### config.mk
export PLATFORM = sky130hd
export DESIGN_NAME = bit_clmul_iter
export DESIGN_NICKNAME = d
export VERILOG_FILES = /design/src/rtl/bit_clmul_iter_pkg.sv /design/src/rtl/bit_clmul_iter_clmul_partial.sv /design/src/rtl/bit_clmul_iter.sv
export SDC_FILE = /design/constraint.sdc
export NUM_CORES = 1
export LEC_CHECK = 0
export ABC_AREA = 1
export CAP_MARGIN = 20
export CORE_MARGIN = 4
export CORE_UTILIZATION = 45
export DETAILED_ROUTE_END_ITERATION = 7
export GPL_ROUTABILITY_DRIVEN = 0
export GPL_TIMING_DRIVEN = 0
export PLACE_DENSITY = 0.67
export RECOVER_POWER = 50
export SLEW_MARGIN = 10
export SYNTH_ARGS = -nofsm -noshare
export SYNTH_HDL_FRONTEND = slang
export SYNTH_SLANG_ARGS = --single-unit
### constraint.sdc
create_clock -name clk -period 6.5 [get_ports clk]
set_input_delay 1.3 -clock clk [delete_from_list [all_inputs] [get_ports clk]]
set_output_delay 1.3 -clock clk [all_outputs]
set_load 0.1 [all_outputs]
### src/rtl/bit_clmul_iter_pkg.sv
// Shared types and helpers for the iterative carry-less multiplier (Zbc clmul/clmulh/clmulr).
package bit_clmul_iter_pkg;

  typedef enum logic [1:0] {
    ST_IDLE,
    ST_BUSY,
    ST_DONE
  } state_t;

  // Which slice of the 2*XLEN product becomes the result.
  typedef enum logic [1:0] {
    SEL_NONE,
    SEL_LO,
    SEL_HI,
    SEL_REV
  } sel_t;

  localparam int OP_CLMUL  = 0;
  localparam int OP_CLMULH = 1;
  localparam int OP_CLMULR = 2;

  function automatic sel_t decode_op(input logic [2:0] op);
    if (op[OP_CLMUL]) return SEL_LO;
    if (op[OP_CLMULH]) return SEL_HI;
    if (op[OP_CLMULR]) return SEL_REV;
    return SEL_NONE;
  endfunction

endpackage

### src/rtl/bit_clmul_iter_clmul_partial.sv
// One iteration of the carry-less multiply: folds STEP shifted copies of the
// multiplicand into the accumulator, selected by the low multiplier bits.
module clmul_partial
  import bit_clmul_iter_pkg::*;
#(
  parameter int XLEN = 32,
  parameter int STEP = 1
) (
  input  logic [2*XLEN-1:0] a_i,
  input  logic [STEP-1:0]   b_i,
  input  logic [2*XLEN-1:0] acc_i,
  output logic [2*XLEN-1:0] acc_o
);

  always_comb begin
    acc_o = acc_i;
    for (int j = 0; j < STEP; j++) begin
      if (b_i[j]) acc_o = acc_o ^ (a_i << j);
    end
  end

endmodule

### src/rtl/bit_clmul_iter.sv
// Iterative carry-less multiplier retiring STEP multiplier bits per cycle, with
// early exit once the remaining multiplier bits are zero and a synchronous abort.
module bit_clmul_iter
  import bit_clmul_iter_pkg::*;
#(
  parameter int XLEN = 32,
  parameter int STEP = 1
) (
  input  logic            clk,
  input  logic            rst,
  input  logic            enable,
  input  logic [2:0]      op,
  input  logic [XLEN-1:0] rdata1,
  input  logic [XLEN-1:0] rdata2,
  input  logic            clear,
  output logic [XLEN-1:0] result,
  output logic            ready,
  output logic            busy
);

  localparam int NITER = XLEN / STEP;
  localparam int CW    = $clog2(NITER);

  typedef struct packed {
    state_t              state;
    sel_t                sel;
    logic [2*XLEN-1:0]   a;
    logic [XLEN-1:0]     b;
    logic [2*XLEN-1:0]   acc;
    logic [CW-1:0]       cnt;
    logic [XLEN-1:0]     result;
    logic                ready;
  } reg_t;

  localparam reg_t REG_INIT = '{
    state:  ST_IDLE,
    sel:    SEL_NONE,
    a:      '0,
    b:      '0,
    acc:    '0,
    cnt:    '0,
    result: '0,
    ready:  1'b0
  };

  function automatic logic [XLEN-1:0] pick_result(input sel_t s, input logic [2*XLEN-1:0] acc);
    case (s)
      SEL_LO:  return acc[XLEN-1:0];
      SEL_HI:  return acc[2*XLEN-1:XLEN];
      SEL_REV: return acc[2*XLEN-2:XLEN-1];
      default: return '0;
    endcase
  endfunction

  reg_t              r_q;
  reg_t              r_d;
  logic [2*XLEN-1:0] acc_step;
  logic [XLEN-1:0]   b_next;
  logic              start;
  logic              last_iter;

  clmul_partial #(
    .XLEN (XLEN),
    .STEP (STEP)
  ) u_partial (
    .a_i   (r_q.a),
    .b_i   (r_q.b[STEP-1:0]),
    .acc_i (r_q.acc),
    .acc_o (acc_step)
  );

  assign start     = enable && (op != 3'b000) && ((r_q.state == ST_IDLE) || (r_q.state == ST_DONE));
  assign b_next    = r_q.b >> STEP;
  assign last_iter = (r_q.cnt == CW'(NITER - 1)) || (b_next == '0);

  always_ff @(posedge clk or posedge rst) begin
    if (rst) r_q <= REG_INIT;
    else     r_q <= r_d;
  end

  always_comb begin
    r_d       = r_q;
    r_d.ready = 1'b0;
    case (r_q.state)
      ST_BUSY: begin
        r_d.acc = acc_step;
        r_d.a   = r_q.a << STEP;
        r_d.b   = b_next;
        r_d.cnt = r_q.cnt + CW'(1);
        // The final partial product is folded in on the same edge the result is captured.
        if (last_iter) begin
          r_d.state  = ST_DONE;
          r_d.ready  = 1'b1;
          r_d.result = pick_result(r_q.sel, acc_step);
        end
      end
      default: begin
        if (start) begin
          r_d.sel    = decode_op(op);
          r_d.a      = {{XLEN{1'b0}}, rdata1};
          r_d.b      = rdata2;
          r_d.acc    = '0;
          r_d.cnt    = '0;
          r_d.result = '0;
          if (rdata2 == '0) begin
            r_d.state = ST_DONE;
            r_d.ready = 1'b1;
          end else begin
            r_d.state = ST_BUSY;
          end
        end else begin
          r_d.state = ST_IDLE;
        end
      end
    endcase
    // Flush wins over a new start and over completion on the same edge.
    if (clear) begin
      r_d.state  = ST_IDLE;
      r_d.ready  = 1'b0;
      r_d.result = '0;
      r_d.cnt    = '0;
    end
  end

  always_comb begin
    result = r_q.result;
    ready  = r_q.ready;
    busy   = (r_q.state == ST_BUSY);
  end

endmodule

==> flow_summary.ini, run 1 <==
[status]
status = finished with violations
violations = max-capacitance violations, max-slew violations

[clocking]
cts_tree = built
cts_hold_buf = 0
post_cts_buffers = 0
clockBufferDepth = 3
root_buffer = clkbuf_16
htreeDepth = 1
clock-sinks = 202
cts_buffers = 23
cts_resized = 0
clk_pin_slew_worst_paths_ns = 0.06
clk-insertion-delay-late_ns = 0.50

[setup_path]
cp.required_ns = 6.80
crit_path_frequent_cell = clkbuf_1
worst_setup_path_end_kind = async pin
slowest_delay_ns = 1.28
start_kind = primary input
worstPathCellList = dlygate4sd3_1 -> clkinvlp_2 -> clkbuf_1 -> clkbuf_1
path_max_fanout = 31
arrival_ns = 4.75
critPathSlowestCell = clkbuf_1
crit_type = in -> async
rr_worst_depth = 8

[min_path]
hold_depth = 2
hp-class = reg -> reg

[floorplanning]
ios = 105
coreArea_sq_mm = 0.02176
rows = 54
fp.dieW_microns = 156.4
die-area_sq_mm = 0.02447
initial_core_util = 0.4556
die_height_microns = 156.4

[synth]
yosys_warnings = 0
ys_top_cells_by_area = dfrtp_1 (51%), nand2_1 (15%), xor2_1 (5.7%), inv_1 (5.3%), o21ai_0 (5.0%)
synth_fp_nets = 1280
ys_types = 31
seq_area_frac_synth = 0.5100
synth_cells = 1207
synth_common_cells = nand2_1 (389), dfrtp_1 (202), inv_1 (141)
yosys.area.top_type = dfrtp_1
async_reset_ff_frac = 1.000
synth_edf_count = 0
synth_ff_type = dfrtp_1
ys_seq_elements = 202
yosysTopAreaCellShare = 0.5100
synthMostInstantiatedCell = nand2_1
avgSynthCellArea_sq_um = 8.212
synthesis.area_sq_mm = 0.009912

[global_route]
grt_usage = 0.2037
grt_max_degree = 38
grt_pass1_vias = 8069
grt.overflow.total = 0
grt_pass1_wl_mm = 40.57
antenna_found_initial = 1

[cells_and_area]
final_core_util = 0.5548
drive_gt1_frac = 0.06490
fin_nets = 1415
design_area_sq_mm = 0.01207
num_antenna_cells = 0
area_growth_pct = 21.76
final.fill_count = 2058

[sta]
setup_total_negative_slack_ns = 0
rsz0062_at_grt = false
setup_viol = 0
finalCritPeriodShare = 0.6853
skew_ns = 0.006001
slew_viol_final = 60
max_freq_mhz = 224.5
fin_crit_ns = 4.454
hold_viol_final = 0
worstMarginPinSlew_ns = 1.734
timing.hold.ws_ns = 0.4686
relSlewSlack = -0.1559

[placement]
placed_area_sq_mm = 0.01143
port_buffers = 104
place_hpwl_mm = 18.43

[detailed_routing]
vias_per_cell = 5.004
wl_per_cell_microns = 15.06
drtPass1Iterations = 6
vias = 8186
antenna_left = 0
drt_iter0_drc = 541
drt-total-wl_mm = 24.63
drc = 0

[pwr]
power_frac_seq = 0.419
switching_share = 0.3408
comb_power_share = 0.262
power.leakage_nw = 5.485
intPower_mw = 2.504
total_power_mw = 3.799
pwr-share-clk = 0.319
ir_worst_vdd_uv = 208.6
pwr_density_cell_mw_per_mm2 = 314.7
p_sw_mw = 1.295

[job]
drv_cap = 2
through the flow:
step                      setup WS [ns]  std cells
after floorplan                   2.584       1207
after global placement           0.9164       1591
after detailed placement          2.849       1597
after CTS                         2.304       1636
after global routing              1.319       1636
final                             2.046       1636
state kept, by name (all words and copies together), names as in the netlist:
register / cells
b_next: 31
r_q: 138
ready: 1
result: 32
cell families (layout without fill, tap and decap cells):
kind of cell	after synthesis	count (layout)	share of synthesized area
xor+xnor	66	66	0.05832
fa+ha+maj	2	2	0.002524
mux	1	1	0.001010
simple gates	496	496	0.1997
compound gates	198	198	0.1211
flops	202	202	0.5100
buf+inv	242	391	0.1074
power groups by stage:
stage	sequential [mW]	clock (mW)	combinational (mW)
global route	1.62	1.29	1.12
detailed placement	1.61	0	0.999
global placement	1.61	0	0.964
floorplan	1.58	0	0.687
finish	1.59	1.21	0.995
CTS	1.59	1.24	1.00
path summary, 6_finish.rpt:
path	startpoint	end	slack, ns
min	result[7]$_DFFE_PP0P_	result[7]$_DFFE_PP0P_	0.47
max reg2reg	r_q[200]$_DFFE_PP0P_	r_q[65]$_DFFE_PP0P_	4.09
min reg2reg	result[7]$_DFFE_PP0P_	result[7]$_DFFE_PP0P_	0.47
min in group asynchronous	rst	result[27]$_DFFE_PP0P_	1.48
max	rst	r_q[167]$_DFFE_PP0P_	2.05
max in group clk	r_q[201]$_DFFE_PP0P_	busy	2.35
layer usage:
metal	track usage	part of all wire	vias up
met4	0.04256	0.016	2
met5	0	0.00049	-
li1	-	-	4069
met3	0.04010	0.070	33
met1	0.2888	0.45	3868
met2	0.3283	0.46	214
placed cells by master (no fill, tap or decap), types with 2 or more instances in the layout:
master,netlist,final
a22oi_1,62,62
buf_1,7,7
buf_12,0,3
buf_2,7,6
buf_4,33,32
buf_6,3,3
clkbuf_1,47,54
clkbuf_16,0,23
clkbuf_8,0,6
clkdlybuf4s50_1,0,102
clkinv_2,1,8
clkinvlp_2,0,2
dfrtp_1,202,202
dlygate4sd3_1,0,2
ha_1,2,2
inv_1,141,140
inv_2,2,2
nand2_1,389,390
nand3_1,65,65
nand4_1,2,2
nor2_1,33,33
o21ai_0,99,99
o22ai_1,33,33
xor2_1,65,65
final cells by class:
type                    instances  area [sq um]  area share
well taps                     280         350.3     0.02903
inverters                     145         546.8     0.04530
flip-flops and latches        202          5055      0.4188
multi-input cells             763          3785      0.3136
clock inverters                 8         40.04    0.003317
clock buffers                  31         665.6     0.05515
plain buffers                  97         514.2     0.04261
repair buffers                110          1112     0.09216
worst max-delay path, delay by kind of cell:
family / cells / cell delay [ns]
buffers and inverters: 4 / 3.41
Power figures use the tool's default switching activity.
==> run 2, diff against run 1 <==
--- a/config.mk
+++ b/config.mk
@@ -12,7 +12,7 @@
 export DETAILED_ROUTE_END_ITERATION = 7
 export GPL_ROUTABILITY_DRIVEN = 0
 export GPL_TIMING_DRIVEN = 0
-export PLACE_DENSITY = 0.67
+export PLACE_DENSITY = 0.65
 export RECOVER_POWER = 50
 export SLEW_MARGIN = 10
 export SYNTH_ARGS = -nofsm -noshare
==> constraint.sdc (replaced) <==
create_clock -name clk -period 4.3 [get_ports clk]
set_input_delay 0.86 -clock clk [delete_from_list [all_inputs] [get_ports clk]]
set_output_delay 0.86 -clock clk [all_outputs]
set_load 0.1 [all_outputs]
==> run 2 against run 1 <==
The flow still finishes with violations (max-capacitance violations, max-slew violations). Clock power is 60% higher. Critical path depth is 1 lower. Final area is 0.30% higher. Die area stayed put. Combinational power is 51% higher. Worst hold slack hardly changed. Clock skew is 0.017 ns higher. Count of clock-buffer cells in the layout is 3 higher. Critical endpoint is now busy. Largest cell class unchanged.
==> flow_summary.ini, run 2 (synthesis gave the netlist of run 1 again) <==
[setup_path]
path_max_fanout = 10
worstPathCellList = nor2_4 -> clkbuf_1 -> clkdlybuf4s50_1
reg2reg_to = result[18]$_DFFE_PP0P_
arrival_ns = 2.84
cp-startpoint = r_q[201]$_DFFE_PP0P_
cp.required_ns = 3.44
worst_setup_path_end_kind = primary output
critPathSlowestCell = clkdlybuf4s50_1
slowest_delay_ns = 1.23
rr_worst_depth = 11
endpoint = busy
rr_startpoint = r_q[200]$_DFFE_PP0P_
start_kind = flop
crit_type = reg -> out
regToRegSetupSlack_ns = 1.81

[detailed_routing]
drt_iter0_drc = 537
drc = 0
antenna_left = 0
vias = 8227
drt-total-wl_mm = 24.41
vias_per_cell = 5.023
wl_per_cell_microns = 14.90
drtPass1Iterations = 5

[global_route]
grt_usage = 0.2021
grt_pass1_wl_mm = 40.44
grt.overflow.total = 0
grt_pass1_vias = 8221
grt_max_degree = 36
antenna_found_initial = 0

[sta]
relSlewSlack = -0.3040
slew_viol_final = 63
setup_total_negative_slack_ns = 0
worstMarginPinSlew_ns = 1.956
timing.hold.ws_ns = 0.4689
fin_crit_ns = 3.704
setup_viol = 0
skew_ns = 0.02321
hold_viol_final = 0
finalCritPeriodShare = 0.8614
rsz0062_at_grt = false
max_freq_mhz = 270.0

[cells_and_area]
largest_reg_flops = 138
area_growth_pct = 22.13
design_area_sq_mm = 0.01211
layout.cells.non_filler = 1638
final.fill_count = 2068
final_cell_mix = nand2_1 (391), dfrtp_1 (202), inv_1 (140)
num_antenna_cells = 0
fin_nets = 1415
largest_register = r_q
drive_gt1_frac = 0.06554
layout_commonest_cell = nand2_1

[job]
drv_cap = 2

[clocking]
cts_buffers = 23
cts_hold_buf = 0
cts_tree = built
clockBufferDepth = 3
root_buffer = clkbuf_16
clock-sinks = 202
clk_pin_slew_worst_paths_ns = 0.06
post_cts_buffers = 0
htreeDepth = 1
clk-insertion-delay-late_ns = 0.51
cts_resized = 0

[pwr]
pwr_density_cell_mw_per_mm2 = 482.8
ir_worst_vdd_uv = 307.0
total_power_mw = 5.845
power.leakage_nw = 5.505

[floorplanning]
die-area_sq_mm = 0.02447
ios = 105
coreArea_sq_mm = 0.02176
fp.dieW_microns = 156.4
die_height_microns = 156.4
initial_core_util = 0.4556
rows = 54

[min_path]
hp-class = reg -> reg

[placement]
port_buffers = 104
post-place-cells = 1597
place_hpwl_mm = 18.39
placed_area_sq_mm = 0.01143

[status]
status = finished with violations
violations = max-capacitance violations, max-slew violations
run 2: how the worst min path moves through the flow:
| stage | from | cells after the start | slack (ns) | to |
|---|---|---|---|---|
| after floorplan | result[0]$_DFFE_PP0P_ | 2 | 0.44 | result[0]$_DFFE_PP0P_ |
| after global placement | result[4]$_DFFE_PP0P_ | 2 | 0.46 | result[4]$_DFFE_PP0P_ |
| after detailed placement | result[4]$_DFFE_PP0P_ | 2 | 0.46 | result[4]$_DFFE_PP0P_ |
| after CTS | result[4]$_DFFE_PP0P_ | 2 | 0.48 | result[4]$_DFFE_PP0P_ |
| after global routing | result[11]$_DFFE_PP0P_ | 2 | 0.49 | result[11]$_DFFE_PP0P_ |
| final | result[9]$_DFFE_PP0P_ | 2 | 0.47 | result[9]$_DFFE_PP0P_ |
run 2: worst max-delay path, delay by kind of cell, from the launching register on:
kind          cells  cell delay [ns]
flops             1             0.39
buf+inv           2             1.67
simple gates      1             0.26
run 2: final cells by class:
| class | count | area, sq um | area share |
|---|---|---|---|
| Buffer | 97 | 514.2 | 0.04248 |
| Clock buffer | 34 | 696.9 | 0.05757 |
| Clock inverter | 7 | 63.81 | 0.005271 |
| Inverter | 145 | 546.8 | 0.04517 |
| Multi-Input combinational cell | 763 | 3777 | 0.3120 |
| Sequential cell | 202 | 5055 | 0.4176 |
| Tap cell | 280 | 350.3 | 0.02894 |
| Timing Repair Buffer | 110 | 1101 | 0.09096 |
run 2: report_power, final:
group          leakage, nW  internal, mW  total [mW]  switching [mW]
Clock                0.383          1.18        1.94           0.766
Combinational         2.45         0.480        1.50            1.02
Sequential            2.68          2.23        2.41           0.179
Total                 5.50          3.89        5.85            1.96
run 2: per-stage QoR:
stage,setup WS (ns),utilization
2_1_floorplan,0.8237,-
3_3_place_gp,-0.8662,0.5197
3_5_place_dp,1.089,0.5252
4_1_cts,0.5391,0.5602
5_1_grt,0.2910,0.5564
6_report,0.5958,0.5564
run 2: metal layers:
metal,share of wire,global-route usage,up-vias
met3,0.067,0.04369,43
met2,0.46,0.3234,225
met1,0.45,0.2815,3875
li1,-,-,4084
met5,0,0,-
met4,0.020,0.05331,0
==> run 3, diff against run 2 <==
--- a/config.mk
+++ b/config.mk
@@ -9,6 +9,7 @@
 export CAP_MARGIN = 20
 export CORE_MARGIN = 4
 export CORE_UTILIZATION = 45
+export CTS_BUF_LIST = sky130_fd_sc_hd__clkbuf_8
 export DETAILED_ROUTE_END_ITERATION = 7
 export GPL_ROUTABILITY_DRIVEN = 0
 export GPL_TIMING_DRIVEN = 0
==> run 3 against run 2 <==
The flow still finishes with violations (max-capacitance violations, max-slew violations). Routed wire length is 0.86% higher. Via count is 0.47% higher. Largest cell class unchanged. Setup slack worse by 0.0039 ns. Sequential power hardly changed. Utilization is 0.18 points lower. Worst hold slack hardly changed. Final area is 0.33% lower. Critical path depth stayed put. Largest power group unchanged.
==> flow_summary.ini, run 3 (synthesis gave the netlist of run 1 again) <==
[cells_and_area]
largest_register = r_q
layout.cells.non_filler = 1658
fin_nets = 1427
drive_gt1_frac = 0.07329
largest_reg_flops = 138
num_antenna_cells = 0
area_growth_pct = 21.72
final_cell_mix = nand2_1 (391), dfrtp_1 (202), inv_1 (151)
layout_commonest_cell = nand2_1
design_area_sq_mm = 0.01207

[pwr]
power_frac_seq = 0.425
ir_worst_vdd_uv = 222.9
intPower_mw = 3.712
switching_share = 0.3457
power.leakage_nw = 5.537
pwr-share-clk = 0.312
comb_power_share = 0.263
p_sw_mw = 1.962
pwr_density_cell_mw_per_mm2 = 470.3

[setup_path]
worst_setup_path_end_kind = primary output
regToRegSetupSlack_ns = 1.84
path_max_fanout = 10
crit_type = reg -> out
cp.required_ns = 3.44
crit_family = buffers and inverters
critPathSlowestCell = clkdlybuf4s50_1
start_kind = flop
worstPathCellList = nor2_4 -> clkbuf_1 -> clkdlybuf4s50_1
crit_buf_inv = 2
rr_startpoint = r_q[200]$_DFFE_PP0P_
rr_worst_depth = 11
endpoint = busy
arrival_ns = 2.85
crit_cells = 3
slowest_delay_ns = 1.23
cp-startpoint = r_q[201]$_DFFE_PP0P_
reg2reg_to = result[14]$_DFFE_PP0P_

[clocking]
post_cts_buffers = 0
htreeDepth = 2
clock-sinks = 202
cts_tree = built
clockBufferDepth = 3
clk_pin_slew_worst_paths_ns = 0.06
root_buffer = clkbuf_8
cts_hold_buf = 0
clk-insertion-delay-late_ns = 0.51
cts_resized = 0
cts_buffers = 35

[sta]
setup_viol = 0
skew_ns = 0.01740
relSlewSlack = -0.3021
timing.hold.ws_ns = 0.4691
hold_viol_final = 0
rsz0062_at_grt = false
max_freq_mhz = 269.7
fin_crit_ns = 3.708
finalCritPeriodShare = 0.8623
setup_total_negative_slack_ns = 0
worstMarginPinSlew_ns = 1.953
slew_viol_final = 63

[min_path]
hp-class = reg -> reg
min_from = result[9]$_DFFE_PP0P_

[floorplanning]
die_height_microns = 156.4
coreArea_sq_mm = 0.02176
die-area_sq_mm = 0.02447
ios = 105
initial_core_util = 0.4556
fp.dieW_microns = 156.4
rows = 54

[placement]
port_buffers = 104
place_hpwl_mm = 18.39
post-place-cells = 1597
placed_area_sq_mm = 0.01143

[detailed_routing]
drt-total-wl_mm = 24.62
antenna_left = 0
drt_iter0_drc = 542
drtPass1Iterations = 5
vias = 8266
vias_per_cell = 4.986
drc = 0
wl_per_cell_microns = 14.85

[global_route]
grt_max_degree = 36
grt_pass1_wl_mm = 40.78
grt.overflow.total = 0
antenna_found_initial = 0
grt_pass1_vias = 8303
grt_usage = 0.2052

[job]
drv_cap = 2

[status]
violations = max-capacitance violations, max-slew violations
status = finished with violations
-- run 3: tightest hold or removal path: stages (launching register included) --
cell	delay, ns
dfrtp_1	0.34
nand2_1	0.05
nand2_1	0.04
-- run 3: cell type report --
class	instances	area, sq um
Buffer	97	514.2
Clock buffer	49	674.4
Clock inverter	12	46.29
Fill cell	2084	9691
Inverter	145	546.8
Multi-Input combinational cell	763	3777
Sequential cell	202	5055
Tap cell	280	350.3
Timing Repair Buffer	110	1101
-- run 3: power by group through the flow --
stage / Combinational, mW / Sequential, mW / Clock, mW
floorplan: 1.04 / 2.39 / 0
global placement: 1.46 / 2.43 / 0
detailed placement: 1.51 / 2.44 / 0
CTS: 1.52 / 2.41 / 1.82
global route: 1.70 / 2.44 / 1.91
finish: 1.49 / 2.41 / 1.77
-- run 3: worst min-delay path by stage --
stage	end	slack [ns]	depth (start not counted)
3_3_place_gp	result[4]$_DFFE_PP0P_	0.46	2
3_5_place_dp	result[4]$_DFFE_PP0P_	0.46	2
6_report	result[9]$_DFFE_PP0P_	0.47	2
2_1_floorplan	result[0]$_DFFE_PP0P_	0.44	2
4_1_cts	result[4]$_DFFE_PP0P_	0.48	2
5_1_grt	result[11]$_DFFE_PP0P_	0.49	2
-- run 3: per-layer routing --
metal,part of all wire,global-route usage
met1,0.44,0.2778
met2,0.46,0.3250
met3,0.076,0.05946
met5,0,0
met4,0.018,0.05661
-- run 3: through the flow --
step | power (mW) | setup slack, ns | utilization
global placement | 3.893 | -0.8662 | 0.5197
floorplan | 3.427 | 0.8237 | -
global route | 6.051 | 0.3132 | 0.5546
CTS | 5.737 | 0.5216 | 0.5584
detailed placement | 3.945 | 1.089 | 0.5252
finish | 5.674 | 0.5920 | 0.5546
